$ cat config.mk
export PLATFORM = sky130hd
export DESIGN_NAME = alarm_ctrl_multizone
export DESIGN_NICKNAME = d
export VERILOG_FILES = /design/src/rtl/alarm_ctrl_multizone.sv
export SDC_FILE = /design/constraint.sdc
export NUM_CORES = 1
export LEC_CHECK = 0
export CAP_MARGIN = 10
export CORE_MARGIN = 2
export CORE_UTILIZATION = 46
export DETAILED_ROUTE_END_ITERATION = 6
export PLACE_DENSITY = 0.74
export SETUP_SLACK_MARGIN = 0.3
export SLEW_MARGIN = 20
export SYNTH_ARGS = -nofsm -noshare
export SYNTH_HDL_FRONTEND = slang
export SYNTH_SLANG_ARGS = --single-unit
$ cat constraint.sdc
create_clock -name SERCLK_OUT -period 2.3 [get_ports SERCLK_OUT]
set_input_delay 0.69 -clock SERCLK_OUT [delete_from_list [all_inputs] [get_ports SERCLK_OUT]]
set_output_delay 0.69 -clock SERCLK_OUT [all_outputs]
set_load 0.01 [all_outputs]
$ cat src/rtl/alarm_ctrl_multizone.sv
// Multi-zone alarm controller: keypad arm/disarm, exit/entry delays,
// wrong-key limit and siren auto-timeout over N_ZONES supervised sensors.
module alarm_ctrl_multizone #(
    parameter int unsigned N_ZONES   = 4,
    parameter int unsigned EXIT_DLY  = 16,
    parameter int unsigned ENTRY_DLY = 16,
    parameter int unsigned SIREN_MAX = 64,
    parameter int unsigned MAX_ERR   = 3,
    parameter int unsigned CNT_W     = 8
) (
    input  logic               SERCLK_OUT,
    input  logic               RESET_IN,
    input  logic [1:0]         KEY_STATUS,
    input  logic               KEY_VALID,
    input  logic [N_ZONES-1:0] ZONE_IN,
    input  logic [N_ZONES-1:0] ZONE_DELAYED,
    input  logic [N_ZONES-1:0] ZONE_EN,
    output logic               SIREN_OUT,
    output logic [2:0]         STATE,
    output logic               ARMED,
    output logic [N_ZONES-1:0] ALARM_ZONES,
    output logic [CNT_W-1:0]   ERR_CNT,
    output logic               KEY_ACK
);

    typedef enum logic [2:0] {
        INACTIVO = 3'd0,
        SALIDA   = 3'd1,
        ARMADO   = 3'd2,
        ESPERA   = 3'd3,
        ALARMA   = 3'd4
    } state_t;

    localparam logic [CNT_W-1:0] EXIT_LAST  = CNT_W'(EXIT_DLY - 1);
    localparam logic [CNT_W-1:0] ENTRY_LAST = CNT_W'(ENTRY_DLY - 1);
    localparam logic [CNT_W-1:0] SIREN_LAST = CNT_W'(SIREN_MAX - 1);
    localparam logic [CNT_W-1:0] ERR_LIM    = CNT_W'(MAX_ERR);
    localparam logic [CNT_W-1:0] CNT_SAT    = '1;

    state_t             state_q, state_n;
    logic [CNT_W-1:0]   timer_q, timer_n;
    logic [CNT_W-1:0]   err_q, err_n, err_inc;
    logic [N_ZONES-1:0] zones_q, zones_n;
    logic               siren_q, siren_n;
    logic               armed_q, armed_n;
    logic               ack_q;
    logic               retrig;

    logic               key_ok, key_err, err_hit;
    logic [N_ZONES-1:0] inst, dly, trip;

    // Key event decode and zone classification
    assign key_ok  = KEY_VALID && (KEY_STATUS == 2'd0);
    assign key_err = KEY_VALID && (KEY_STATUS == 2'd2);
    assign inst    = ZONE_IN & ZONE_EN & ~ZONE_DELAYED;
    assign dly     = ZONE_IN & ZONE_EN & ZONE_DELAYED;
    assign trip    = inst | dly;
    assign err_inc = (err_q == CNT_SAT) ? err_q : err_q + CNT_W'(1);
    assign err_hit = key_err && (err_inc >= ERR_LIM);

    // Next-state, timer, error counter and output decode
    always_comb begin
        state_n = state_q;
        retrig  = 1'b0;
        err_n   = err_q;
        timer_n = timer_q;
        zones_n = zones_q;
        if (key_err) err_n = err_inc;
        if (key_ok)  err_n = '0;

        case (state_q)
            INACTIVO: begin
                if (key_ok)                               state_n = SALIDA;
                else if (key_err && (err_q >= ERR_LIM))   err_n   = err_q;
            end
            SALIDA: begin
                if (key_ok)                     state_n = INACTIVO;
                else if (timer_q == EXIT_LAST)  state_n = ARMADO;
            end
            ARMADO: begin
                if (key_ok)                     state_n = INACTIVO;
                else if (err_hit || (|inst))    state_n = ALARMA;
                else if (|dly)                  state_n = ESPERA;
            end
            ESPERA: begin
                if (key_ok)                     state_n = INACTIVO;
                else if (err_hit || (|inst) || (timer_q == ENTRY_LAST))
                                                state_n = ALARMA;
            end
            ALARMA: begin
                if (key_ok)                     state_n = INACTIVO;
                else if ((|trip) && (timer_q > SIREN_LAST))
                                                retrig  = 1'b1;
            end
            default:                            state_n = INACTIVO;
        endcase

        if ((state_n != state_q) || retrig)
            timer_n = '0;
        else if (((state_q == SALIDA) || (state_q == ESPERA) || (state_q == ALARMA))
                 && (timer_q != CNT_SAT))
            timer_n = timer_q + CNT_W'(1);

        // Zone record clears leaving for INACTIVO, accumulates on alarm-path entry
        if (state_n == INACTIVO) begin
            if (state_q != INACTIVO) begin
                zones_n = '0;
                err_n   = '0;
            end
        end else if (((state_n != state_q) && ((state_n == ESPERA) || (state_n == ALARMA)))
                     || (state_q == ALARMA)) begin
            zones_n = zones_q | trip;
        end

        siren_n = (state_n == ALARMA) && (timer_n <= SIREN_LAST);
        armed_n = (state_n == SALIDA) || (state_n == ARMADO) ||
                  (state_n == ESPERA) || (state_n == ALARMA);
    end

    always_ff @(posedge SERCLK_OUT or posedge RESET_IN) begin
        if (RESET_IN) begin
            state_q <= INACTIVO;
            timer_q <= '0;
            err_q   <= '0;
            zones_q <= '0;
            siren_q <= 1'b0;
            armed_q <= 1'b0;
            ack_q   <= 1'b0;
        end else begin
            state_q <= state_n;
            timer_q <= timer_n;
            err_q   <= err_n;
            zones_q <= zones_n;
            siren_q <= siren_n;
            armed_q <= armed_n;
            ack_q   <= KEY_VALID;
        end
    end

    assign STATE       = state_q;
    assign SIREN_OUT   = siren_q;
    assign ARMED       = armed_q;
    assign ALARM_ZONES = zones_q;
    assign ERR_CNT     = err_q;
    assign KEY_ACK     = ack_q;

endmodule

==> flow_metrics.py, run 1 <==
metrics = {
    "floorplan": {
        "fp-row-count": 22,
        "dieArea_um2": 4350,
        "start_util_pct": 47.9,
        "die_x_um": 66.0,
        "die_h_um": 66.0,
        "coreArea_um2": 3690,
        "ios": 35,
    },
    "finish": {
        "finalNonFillerCells": 336,
        "num_antenna_cells": 0,
        "drive_gt1_share_pct": 38.5,
        "layout_commonest_cell": "buf_4",
        "n_fill_cell": 269,
        "nNetsFinal": 308,
        "area_growth_pct": 59.5,
        "layout_common_cells": "44 x buf_4, 22 x nand2_1, 19 x dlygate4sd2_1, 17 x dfrtp_1",
    },
    "drt": {
        "vias_per_cell": 6.14,
        "vias": 2064,
        "detail_route.first_pass.iterations": 4,
        "post-route-drc-count": 0,
        "post_drt_wl_per_cell_um": 17.7,
        "routed_wl_mm": 5.95,
        "drtIter0Drc": 139,
        "antenna_left": 0,
    },
    "worst_setup_path": {
        "cp-start-kind": "flop",
        "crit_path_max_fanout": 4,
        "cp_slowest_stage_delay_ns": 0.44,
        "crit_buf_inv": 2,
        "cp.arrival_ns": 2.57,
        "end_kind": "flop",
        "crit_family": "compound AO/OA/AOI/OAI gates",
        "cp.required_ns": 2.50,
        "cpMaxStageDelayCell": "dfrtp_2",
        "critical_path_class": "reg -> reg",
        "path_cells": "ha_4, or2_0, a221oi_2, nand3_2, o31a_1, buf_4, buf_6, nor3_4, o21ai_2, o22ai_1",
    },
    "sta": {
        "tns_ns": -0.353,
        "rsz0062_at_grt": "true",
        "final_max_slew_viol_count": 0,
        "finalHoldViolations": 0,
        "finClkSkew_ns": 0.0153,
        "min_period_ns": 2.38,
        "post-route-period-util_pct": 103,
        "tightest_slew_ns": 0.458,
        "setup_viol": 8,
        "setup_ws_ns": -0.0779,
        "fmax_ghz": 0.421,
        "slew_headroom_pct": 69.5,
    },
    "placed_design": {
        "placed_cells": 314,
        "dp_hpwl_mm": 3.79,
        "gp_congestion": 0.942,
        "port_buffers": 34,
    },
    "synthesis": {
        "syn_area_um2": 1770,
        "ys_async_sr_fraction_pct": 100,
        "yosysWarnings": 0,
        "synth_seq_cells": 26,
        "avgSynthCellArea_um2": 8.33,
        "synth_edf_count": 0,
        "synth_top_flop_cell": "dfrtp_1",
        "synth_cell_types": 53,
        "seq_area_frac_synth_pct": 36.8,
        "syn_inst": 212,
        "syn_nets": 231,
    },
    "pwr": {
        "switchingPower_mw": 0.496,
        "power.density_nw_per_um2": 529,
        "pwr-share-clk_pct": 26.7,
        "combPwrFrac_pct": 38.0,
        "p_seq_share_pct": 35.3,
        "p_total_mw": 1.49,
        "swShare_pct": 33.3,
        "leakagePower_nw": 1.27,
        "p_int_mw": 0.994,
        "ir_drop_mv": 0.385,
    },
    "grt": {
        "grtUsageTotal_pct": 27.4,
        "overflow": 0,
        "first_global_vias": 1982,
        "antenna_found_initial": 0,
        "grt_max_degree": 27,
        "grt_pass1_wl_mm": 9.00,
    },
    "clock_tree": {
        "cts_tree": "yes",
        "cts_root_buf": "clkbuf_8",
        "clkTransAtPathRegs_ns": 0.11,
        "insertion_delay_ns": 0.29,
        "cts_max_level": 1,
        "clock_path_buffers": 2,
        "cts.sinks": 26,
        "holdBufCountCts": 0,
        "cts_buffers": 3,
    },
    "run_status": {
        "outcome": "complete, but fails checks",
        "violations": "setup timing",
    },
    "hold_path": {
        "hold_path_class": "reg -> reg",
    },
    "job": {
        "max-cap-violations": 0,
    },
}
path summary, 6_finish.rpt:
kind	startpoint	endpoint	slack (ns)	cells past startpoint
worst min register to register	ALARM_ZONES[2]	ALARM_ZONES[2]	0.51	1
worst min-delay path	ALARM_ZONES[2]	ALARM_ZONES[2]	0.51	1
worst max-delay path	ERR_CNT[1]	ERR_CNT[0]	-0.08	10
min in group asynchronous	RESET_IN	ERR_CNT[3]	0.75	3
worst max register to register	ERR_CNT[1]	ERR_CNT[0]	-0.08	10
max in group asynchronous	RESET_IN	STATE[2]	1.26	3
final cells by class:
type                       count  area, µm²  area share (%)
sequential                    26        662            23.5
timing repair buffer          84        716            25.4
multi-input combinational    168       1290            45.6
clock inverter                 1       30.0            1.07
inverter                       6       22.5           0.799
tap                           48       60.1            2.13
clock buffer                   3       41.3            1.47
cell families (layout without fill, tap and decap cells):
logic type | Yosys count | count (layout) | synth area share (%)
simple gates | 97 | 97 | 29.0
compound gates | 60 | 60 | 22.8
flops | 26 | 26 | 36.8
buf+inv | 18 | 94 | 5.10
xor+xnor | 7 | 7 | 3.47
fa+ha+maj | 2 | 2 | 1.42
mux | 2 | 2 | 1.42
registers in the layout (all words and copies together) (netlist names):
signal,cells
ALARM_ZONES,4
ARMED,1
KEY_ACK,1
SIREN_OUT,1
ERR_CNT,8
timer_q,8
STATE,3
worst reg2reg max path: stages (launching register included):
cell,delay (ns)
dfrtp_2,0.44
ha_4,0.18
or2_0,0.21
a221oi_2,0.27
nand3_2,0.14
o31a_1,0.34
buf_4,0.15
buf_6,0.12
nor3_4,0.18
o21ai_2,0.10
o22ai_1,0.17
synthesized netlist by cell type, types with 3 or more instances:
| cell type | instances | area (µm²) |
|---|---|---|
| nor3_1 | 9 | 45.0 |
| o21ai_0 | 13 | 65.1 |
| and3_1 | 3 | 18.8 |
| nand4_1 | 6 | 37.5 |
| nor2_1 | 15 | 56.3 |
| nand3b_1 | 3 | 22.5 |
| clkbuf_1 | 6 | 22.5 |
| or3_1 | 3 | 18.8 |
| inv_1 | 6 | 22.5 |
| nand3_1 | 16 | 80.1 |
| a32o_1 | 3 | 30.0 |
| o22ai_1 | 3 | 18.8 |
| a21oi_1 | 19 | 95.1 |
| buf_2 | 3 | 15.0 |
| dfrtp_1 | 26 | 651 |
| nor2b_1 | 3 | 18.8 |
| nand2_1 | 23 | 86.3 |
| xor2_1 | 5 | 43.8 |
stage by stage:
stage	util (%)	hold WS, ns	setup WS, ns	instance area (µm²)
final	76.4	0.514	-0.0779	2820
after global routing	76.4	0.529	-0.147	2820
after CTS	73.4	0.515	-0.0422	2710
after detailed placement	65.1	0.486	-0.592	2400
after global placement	65.1	0.498	-0.538	2400
after floorplan	-	0.532	-0.0897	1840
what timing repair did:
| action | in CTS | in global routing |
|---|---|---|
| pin swaps | 13 | 7 |
| setup endpoints to repair | 35 | 29 |
| cloned | 0 | 0 |
| buffers inserted | 11 | 7 |
| resized for setup | 63 | 21 |
per-layer routing:
layer	GRT usage [%]	up-vias	wire length [µm]
met5	0	-	0
met2	48.2	93	3020
li1	-	948	-
met3	4.43	26	330
met1	32.0	997	2390
met4	13.8	0	207
power groups by stage:
stage	logic [mW]	clock network (mW)	registers, mW
floorplan	0.248	0	0.539
global placement	0.450	0	0.530
detailed placement	0.463	0	0.532
CTS	0.540	0.391	0.525
global route	0.605	0.412	0.529
finish	0.566	0.398	0.526
No activity file was read; power rests on OpenSTA's default activity.
==> run 2: changes to the inputs <==
--- a/config.mk
+++ b/config.mk
@@ -7,9 +7,9 @@
 export LEC_CHECK = 0
 export CAP_MARGIN = 10
 export CORE_MARGIN = 2
-export CORE_UTILIZATION = 46
+export CORE_UTILIZATION = 30
 export DETAILED_ROUTE_END_ITERATION = 6
-export PLACE_DENSITY = 0.74
+export PLACE_DENSITY = 0.52
 export SETUP_SLACK_MARGIN = 0.3
 export SLEW_MARGIN = 20
 export SYNTH_ARGS = -nofsm -noshare
==> run 2 against run 1 <==
Effect of this change:
- the flow still finishes with violations (setup timing)
- final cell count is 9.8% higher
- register-to-register slack worse by 0.04 ns
- critical path type unchanged
- largest power group unchanged
- sequential share of layout area is 1.1 points lower
- non-clock buffer count is 9 higher
- highest routed layer unchanged
- power is 2.2% higher
- combinational power is 6.4% higher
- largest cell class unchanged
- count of clock-buffer cells in the layout stayed put
- critical endpoint is now ALARM_ZONES[3]
- clock power is 1% higher
- sequential power is 1% lower
- flip-flop and latch count stayed put
==> flow_metrics.py, run 2 (same netlist as run 1, synthesis figures left out) <==
metrics = {
    "drt": {
        "post_drt_wl_per_cell_um": 15.1,
        "vias_per_cell": 5.26,
        "detail_route.first_pass.iterations": 4,
        "post-route-drc-count": 0,
        "routed_wl_mm": 5.58,
        "antenna_left": 0,
        "drtIter0Drc": 141,
        "vias": 1940,
    },
    "pwr": {
        "power.density_nw_per_um2": 517,
        "ir_drop_mv": 0.275,
        "leakagePower_nw": 1.32,
    },
    "grt": {
        "antenna_found_initial": 0,
        "grt_max_degree": 27,
        "first_global_vias": 1839,
        "grt_pass1_wl_mm": 9.03,
        "grtUsageTotal_pct": 18.0,
        "overflow": 0,
    },
    "placed_design": {
        "port_buffers": 34,
        "dp_hpwl_mm": 4.04,
        "dpl_cell_area_um2": 2480,
        "gp_congestion": 0.879,
    },
    "sta": {
        "finClkSkew_ns": 0.00995,
        "tns_ns": -0.711,
        "tightest_slew_ns": 0.456,
        "finalHoldViolations": 0,
        "rsz0062_at_grt": "true",
        "min_period_ns": 2.41,
        "setup_ws_ns": -0.114,
        "fmax_ghz": 0.414,
        "post-route-period-util_pct": 105,
        "setup_viol": 15,
        "final_max_slew_viol_count": 0,
        "slew_headroom_pct": 69.3,
    },
    "hold_path": {
        "hold_depth": 1,
        "min_from": "ALARM_ZONES[0]",
        "min_to": "ALARM_ZONES[0]",
        "hold_path_class": "reg -> reg",
    },
    "clock_tree": {
        "holdBufCountCts": 0,
        "insertion_delay_ns": 0.29,
        "cts_tree": "yes",
        "clock_path_buffers": 2,
        "cts.sinks": 26,
        "cts_root_buf": "clkbuf_8",
        "cts_max_level": 1,
        "clkTransAtPathRegs_ns": 0.11,
        "cts_buffers": 3,
    },
    "worst_setup_path": {
        "r2r_cells": 9,
        "cp-start-kind": "flop",
        "cp-startpoint": "ERR_CNT[0]",
        "timing.rr.start": "ERR_CNT[0]",
        "critical_path_class": "reg -> reg",
        "timing.rr.end": "ALARM_ZONES[3]",
        "cp.arrival_ns": 2.59,
        "crit_path_max_fanout": 4,
        "rrSetupSlack_ns": -0.11,
        "cp.required_ns": 2.48,
        "end_kind": "flop",
    },
    "floorplan": {
        "die_x_um": 80.7,
        "die_h_um": 80.7,
        "start_util_pct": 31.5,
        "ios": 35,
        "dieArea_um2": 6520,
        "coreArea_um2": 5610,
        "fp-row-count": 27,
    },
    "run_status": {
        "outcome": "complete, but fails checks",
        "violations": "setup timing",
    },
    "finish": {
        "num_antenna_cells": 0,
        "layout_common_cells": "53 x buf_4, 21 x dlygate4sd2_1, 20 x nand2_1, 19 x dfrtp_1, 13 x nor2_1",
        "final_cell_area_um2": 2940,
        "drive_gt1_share_pct": 40.4,
        "layout_commonest_cell": "buf_4",
        "n_fill_cell": 545,
        "nNetsFinal": 317,
        "area_growth_pct": 66.6,
    },
    "job": {
        "max-cap-violations": 0,
    },
}
-- run 2: cell count changes in the layout (fill, tap and decap cells not counted), sizes merged --
cell           delta
clkbuf            -2
clkdlybuf4s15     +1
clkdlybuf4s50     -1
dlygate4sd2       +2
buf              +10
dlymetal6s2s      -1
-- run 2: cell type report --
class / instances / area (µm²) / share of cell area, %
sequential: 26 / 659 / 22.4
timing repair buffer: 93 / 790 / 26.8
multi-input combinational: 168 / 1310 / 44.5
clock buffer: 3 / 41.3 / 1.40
clock inverter: 1 / 30.0 / 1.02
tap: 72 / 90.1 / 3.06
inverter: 6 / 22.5 / 0.765
-- run 2: worst max-delay path by stage --
stage	to	slack [ns]	depth (start not counted)
after global placement	timer_q[6]	-0.53	9
after CTS	ALARM_ZONES[2]	-0.15	9
after detailed placement	timer_q[2]	-0.57	9
final	ALARM_ZONES[3]	-0.11	9
after floorplan	ALARM_ZONES[2]	-0.09	10
after global routing	ALARM_ZONES[3]	-0.22	9
-- run 2: per-stage QoR --
step / setup slack [ns] / utilization, % / total power, mW / hold WS (ns) / cells
after floorplan: -0.0897 / - / 0.787 / 0.532 / 212
after global placement: -0.530 / 44.3 / 0.987 / 0.508 / 345
after detailed placement: -0.567 / 44.3 / 0.989 / 0.488 / 345
after CTS: -0.149 / 50.1 / 1.47 / 0.527 / 365
after global routing: -0.216 / 52.5 / 1.61 / 0.547 / 369
final: -0.114 / 52.5 / 1.52 / 0.524 / 369
-- run 2: power by group --
group          leakage [nW]  switching [mW]  internal, mW  total (mW)
sequential            0.341          0.0280         0.491       0.519
combinational         0.941           0.307         0.295       0.602
clock                0.0357           0.168         0.234       0.402
total                  1.32           0.503          1.02        1.52
-- run 2: what timing repair did --
action,CTS,global route
endpoints found under the setup margin,36,27
pin swaps,16,23
resized for setup,60,29
hold endpoints to repair,0,0
setup buffers,16,4
-- run 2: layer usage --
metal | vias up | wire, µm | part of all wire [%] | global-route usage (%)
li1 | 962 | - | - | -
met1 | 922 | 2850 | 51 | 27.8
met2 | 53 | 2470 | 44 | 26.6
met3 | 3 | 219 | 3.9 | 1.67
met4 | 0 | 40 | 0.72 | 4.92
met5 | - | 0 | 0 | 0
-- run 2: worst max-delay path, stage by stage (launching register included) --
cell and delay (ns):
dfrtp_2 0.44, ha_4 0.17, or2_4 0.24, a221oi_4 0.29, nand3_2 0.14, o31a_1 0.35
o21ai_1 0.15, o211ai_1 0.14, buf_4 0.17, a32o_1 0.21
==> run 3: changes to the inputs <==
--- a/config.mk
+++ b/config.mk
@@ -8,6 +8,7 @@
 export CAP_MARGIN = 10
 export CORE_MARGIN = 2
 export CORE_UTILIZATION = 30
+export CTS_CLUSTER_SIZE = 16
 export DETAILED_ROUTE_END_ITERATION = 6
 export PLACE_DENSITY = 0.52
 export SETUP_SLACK_MARGIN = 0.3
==> results of run 3 <==
Same layout as run 2: the final DEF is identical, and so are final timing and power.
